$ cat src/rtl/fifo_uart_tx.sv
// fifo_uart_tx: pops bytes from a registered-output FIFO and sends each one as an 8N1 UART frame.
// Every output is a flop whose value is decoded from the next state.
module fifo_uart_tx #(
   parameter int CLKS_PER_BIT = 16
) (
   input  logic       clk,
   input  logic       rst,
   input  logic       enable,
   input  logic       fifo_empty,
   output logic       fifo_rd_en,
   input  logic [7:0] fifo_rd_data,
   output logic       tx,
   output logic       busy,
   output logic       frame_done
);
   // state   | meaning
   // S_IDLE  | line high, waiting for enable with data available
   // S_POP   | one-cycle read strobe to the FIFO
   // S_LATCH | FIFO data_out valid, loaded into the shift register
   // S_START | start bit (tx low) for one bit period
   // S_DATA  | eight data bits, LSB first
   // S_STOP  | stop bit (tx high), frame_done on its last cycle
   typedef enum logic [2:0] {
      S_IDLE, S_POP, S_LATCH, S_START, S_DATA, S_STOP
   } state_t;

   localparam int BW = (CLKS_PER_BIT > 1) ? $clog2(CLKS_PER_BIT) : 1;
   localparam logic [BW-1:0] BAUD_LAST = BW'(CLKS_PER_BIT - 1);

   state_t        state, state_nxt;
   logic [2:0]    bit_cnt, bit_nxt;
   logic [BW-1:0] baud_cnt, baud_nxt;
   logic [7:0]    shreg, shreg_nxt;
   logic          tx_nxt, busy_nxt, rd_en_nxt, done_nxt;
   logic          baud_end;

   assign baud_end = (baud_cnt == BAUD_LAST);

   always_comb begin
      state_nxt = state;
      bit_nxt   = bit_cnt;
      baud_nxt  = baud_cnt;
      shreg_nxt = shreg;
      case (state)
         S_IDLE: begin
            if (enable && !fifo_empty) state_nxt = S_POP;
         end
         S_POP: begin
            state_nxt = S_LATCH;
         end
         S_LATCH: begin
            shreg_nxt = fifo_rd_data;
            baud_nxt  = '0;
            bit_nxt   = '0;
            state_nxt = S_START;
         end
         S_START: begin
            if (baud_end) begin
               baud_nxt  = '0;
               state_nxt = S_DATA;
            end else begin
               baud_nxt = baud_cnt + 1'b1;
            end
         end
         S_DATA: begin
            if (baud_end) begin
               baud_nxt  = '0;
               shreg_nxt = {1'b0, shreg[7:1]};
               if (bit_cnt == 3'd7) begin
                  bit_nxt   = '0;
                  state_nxt = S_STOP;
               end else begin
                  bit_nxt = bit_cnt + 3'd1;
               end
            end else begin
               baud_nxt = baud_cnt + 1'b1;
            end
         end
         S_STOP: begin
            if (baud_end) begin
               baud_nxt  = '0;
               state_nxt = S_IDLE;
            end else begin
               baud_nxt = baud_cnt + 1'b1;
            end
         end
         default: state_nxt = S_IDLE;
      endcase

      // Outputs are decoded from the next state so the flops below line up with the state they describe.
      tx_nxt    = 1'b1;
      if (state_nxt == S_START) tx_nxt = 1'b0;
      if (state_nxt == S_DATA)  tx_nxt = shreg_nxt[0];
      busy_nxt  = (state_nxt != S_IDLE);
      rd_en_nxt = (state_nxt == S_POP);
      done_nxt  = (state_nxt == S_STOP) && (baud_nxt == BAUD_LAST);
   end

   always_ff @(posedge clk or posedge rst) begin
      if (rst) begin
         state      <= S_IDLE;
         bit_cnt    <= '0;
         baud_cnt   <= '0;
         shreg      <= '0;
         tx         <= 1'b1;
         busy       <= 1'b0;
         fifo_rd_en <= 1'b0;
         frame_done <= 1'b0;
      end else begin
         state      <= state_nxt;
         bit_cnt    <= bit_nxt;
         baud_cnt   <= baud_nxt;
         shreg      <= shreg_nxt;
         tx         <= tx_nxt;
         busy       <= busy_nxt;
         fifo_rd_en <= rd_en_nxt;
         frame_done <= done_nxt;
      end
   end
endmodule

$ cat config.mk
export PLATFORM = sky130hd
export DESIGN_NAME = fifo_uart_tx
export DESIGN_NICKNAME = d
export VERILOG_FILES = /design/src/rtl/fifo_uart_tx.sv
export SDC_FILE = /design/constraint.sdc
export NUM_CORES = 1
export LEC_CHECK = 0
export ABC_AREA = 1
export CAP_MARGIN = 20
export CORE_UTILIZATION = 42
export CTS_BUF_LIST = sky130_fd_sc_hd__clkbuf_16
export DETAILED_ROUTE_END_ITERATION = 10
export PLACE_DENSITY_LB_ADDON = 0.12
export SYNTH_ARGS = -nofsm -noshare
export SYNTH_HDL_FRONTEND = slang
export SYNTH_SLANG_ARGS = --single-unit
$ cat constraint.sdc
create_clock -name clk -period 2.2 [get_ports clk]
set_clock_uncertainty 0.1 [all_clocks]
set_input_delay 0.22 -clock clk [delete_from_list [all_inputs] [get_ports clk]]
set_output_delay 0.22 -clock clk [all_outputs]
set_load 0.02 [all_outputs]
==> impl_metrics.tcl <==
set metrics [dict create \
    synth_top_family_by_area "simple AND/OR/NAND/NOR gates" \
    rsz0062_at_grt "no" \
    cts_sinks 22 \
    io_buffers 15 \
    use_met2_pct 30.3 \
    worstSetupEndpointType "output port" \
    syn_area_per_cell_um2 8.49 \
    worstMarginPinSlew_ps 314 \
    p_leak_nw 0.764 \
    synth-adder-area-share_pct 3.28 \
    clk_pin_slew_worst_paths_ps 50 \
    synth_area_mm2 0.00115 \
    synth_commonest_cells "nand2_1, dfrtp_1, inv_1" \
    synth-compound-area-share_pct 8.41 \
    p_per_area_mw_per_mm2 586 \
    whs_ps 202 \
    worstPathRequired_ps 1880 \
    peakVddDrop_mv 0.459 \
    use_met1_pct 22.9 \
    hold_violations 0 \
    syn_to_final_growth_pct 23.9 \
    yosys-top-cells-area "dfrtp_1, nand2_1, inv_1, nand3_1, a22oi_1" \
    reg2reg_depth 9 \
    power_frac_seq_pct 50.0 \
    muxShareOfSynthArea_pct 0 \
    grt_pass1_wl_um 3750 \
    boundaryPins 16 \
    synth.most_common_cell "nand2_1" \
    cts_tree "yes" \
    cts_hold_buf 0 \
    grt-ovfl-total 0 \
    status "completed" \
    grt_use_met3_pct 2.50 \
    min_path_type "primary input to asynchronous set/reset pin" \
    fill_cells 234 \
    dr.pass1.iters 4 \
    critPathBufInv 1 \
    cp_slowest_cell "clkdlybuf4s50_1" \
    gp_congestion 0.785 \
    synthXorXnorAreaFrac_pct 0.764 \
    clock_latency_ps 250 \
    clk_path_buf_depth 2 \
    synth-seq-area-share_pct 48.1 \
    p_int_uw 679 \
    cts_resized 0 \
    slew_headroom_pct 79.0 \
    grt-busiest-layer "met2" \
    r2r_setup_slack_ps 590 \
    switching_share_pct 18.4 \
    synth_top_cell_by_area "dfrtp_1" \
    grt_max_degree 23 \
    hpwl_um 1660 \
    drv_cap 0 \
    max_freq_mhz 598 \
    path_cells "clkdlybuf4s50_1" \
    dieArea_mm2 0.00294 \
    crit_family "buffers and inverters" \
    ys_types 23 \
    synth_ff_type "dfrtp_1" \
    timing.final.crit_period_ps 1670 \
    drive_gt1_share_pct 11.0 \
    finalSetupViolCount 0 \
    syn_inst 135 \
    worst_path_largest_cell_delay_ps 590 \
    vias 944 \
    ys_warn_count 0 \
    synthSimpleGateAreaFrac_pct 31.2 \
    grt_usage_pct 18.3 \
    drt-wirelength-per-cell_um 11.8 \
    cts_buffers 3 \
    synth_top_area_share_pct 45.9 \
    fin_util_pct 56.3 \
    slew_viol_final 0 \
    final_antenna_net_count 0 \
    antenna_found_initial 0 \
    p_comb_share_pct 5.0 \
    die_h_um 54.2 \
    nets 171 \
    core-area_mm2 0.00252 \
    drt_iter0_drc 19 \
    fin_crit_sh_pct 76.1 \
    routed_wl_um 2190 \
    post-cts-setup-buffers 0 \
    initial_utilization_pct 45.4 \
    ys_async_sr_fraction_pct 100 \
    drc_errors 0 \
    tns_ps 0 \
    cts-root-buf "clkbuf_16" \
    path_class "flop to output port" \
    grt_pass1_vias 889 \
    cp_max_fo 1 \
    worstPathArrival_ps 1350 \
    antenna-diode-count 0 \
    rows 18 \
    ys_seq_elements 22 \
    cts_max_level 1 \
    viasPerCell 5.10 \
    r2r_end "frame_done" \
    reg2reg_from "baud_cnt[0]" \
    power.share.clock_pct 45.0 \
    synth_edf_count 0 \
    syn-num-nets 150 \
    chipWidth_um 54.2 \
    power_switching_uw 153 \
    startpoint_type "flop" \
]
-- area by class of cell --
type,count,area (um^2),area share (%)
sequential,22,552,38.9
inverter,25,93.8,6.61
clock inverter,1,3.75,0.264
clock buffer,3,75.1,5.29
timing repair buffer,16,158,11.1
tap,30,37.5,2.64
multi-input combinational,88,500,35.2
-- cell families after synthesis --
logic type,Yosys count
AND/OR/NAND/NOR,69
AO/OA/AOI/OAI,15
buffers and inverters,25
XOR/XNOR,1
adder cells (fa/ha/maj),3
flip-flops,22
-- registers in the layout (all words and copies together), names as in the netlist --
register and count:
baud_cnt 4, shreg 8, bit_cnt 3, busy 1, tx 1, frame_done 1, state 3, fifo_rd_en 1
-- metal layers --
metal / wire length [um] / vias up / part of all wire, %
met5: 0 / - / 0
met4: 55 / 0 / 2.5
met3: 67 / 5 / 3.1
met2: 1040 / 20 / 48
met1: 1030 / 435 / 47
li1: - / 484 / -
-- worst min-delay path: stages --
cell	delay, ps
clkdlybuf4s50_1	390
inv_1	50
buf_4	270
-- stage by stage --
step                cell area (um^2)  worst slack, ps  cells  power (mW)
global placement                1340              606    181       0.466
global route                    1420              430    185       0.861
finish                          1420              527    185       0.833
detailed placement              1340              591    181       0.466
CTS                             1420              518    185       0.846
floorplan                       1150              777    135       0.439
-- worst max path at each step --
| stage | startpoint | to | cells past startpoint |
|---|---|---|---|
| floorplan | baud_cnt[0] | frame_done | 9 |
| global placement | baud_cnt[0] | frame_done | 9 |
| detailed placement | baud_cnt[0] | frame_done | 9 |
| CTS | tx | tx | 1 |
| global route | baud_cnt[0] | tx | 8 |
| finish | tx | tx | 1 |
-- power by group through the flow --
stage	Clock, mW	Combinational (mW)	Sequential [mW]
2_1_floorplan	0	0.0147	0.424
3_3_place_gp	0	0.0426	0.423
3_5_place_dp	0	0.0429	0.423
4_1_cts	0.386	0.0431	0.416
5_1_grt	0.398	0.0471	0.417
6_report	0.374	0.0420	0.416
-- placed cells by master, fill, tap and decap left out, types with 2 or more instances in the layout --
| cell type | n |
|---|---|
| o21ai_0 | 3 |
| nor2_1 | 3 |
| nand4_1 | 6 |
| nand3_2 | 2 |
| o21ai_1 | 4 |
| nand2_2 | 2 |
| clkdlybuf4s50_1 | 15 |
| ha_1 | 3 |
| nand2_1 | 36 |
| inv_2 | 3 |
| nand3_1 | 15 |
| dfrtp_1 | 21 |
| clkbuf_16 | 3 |
| a22oi_1 | 6 |
| inv_1 | 22 |
No activity file was read; power rests on OpenSTA's default activity.
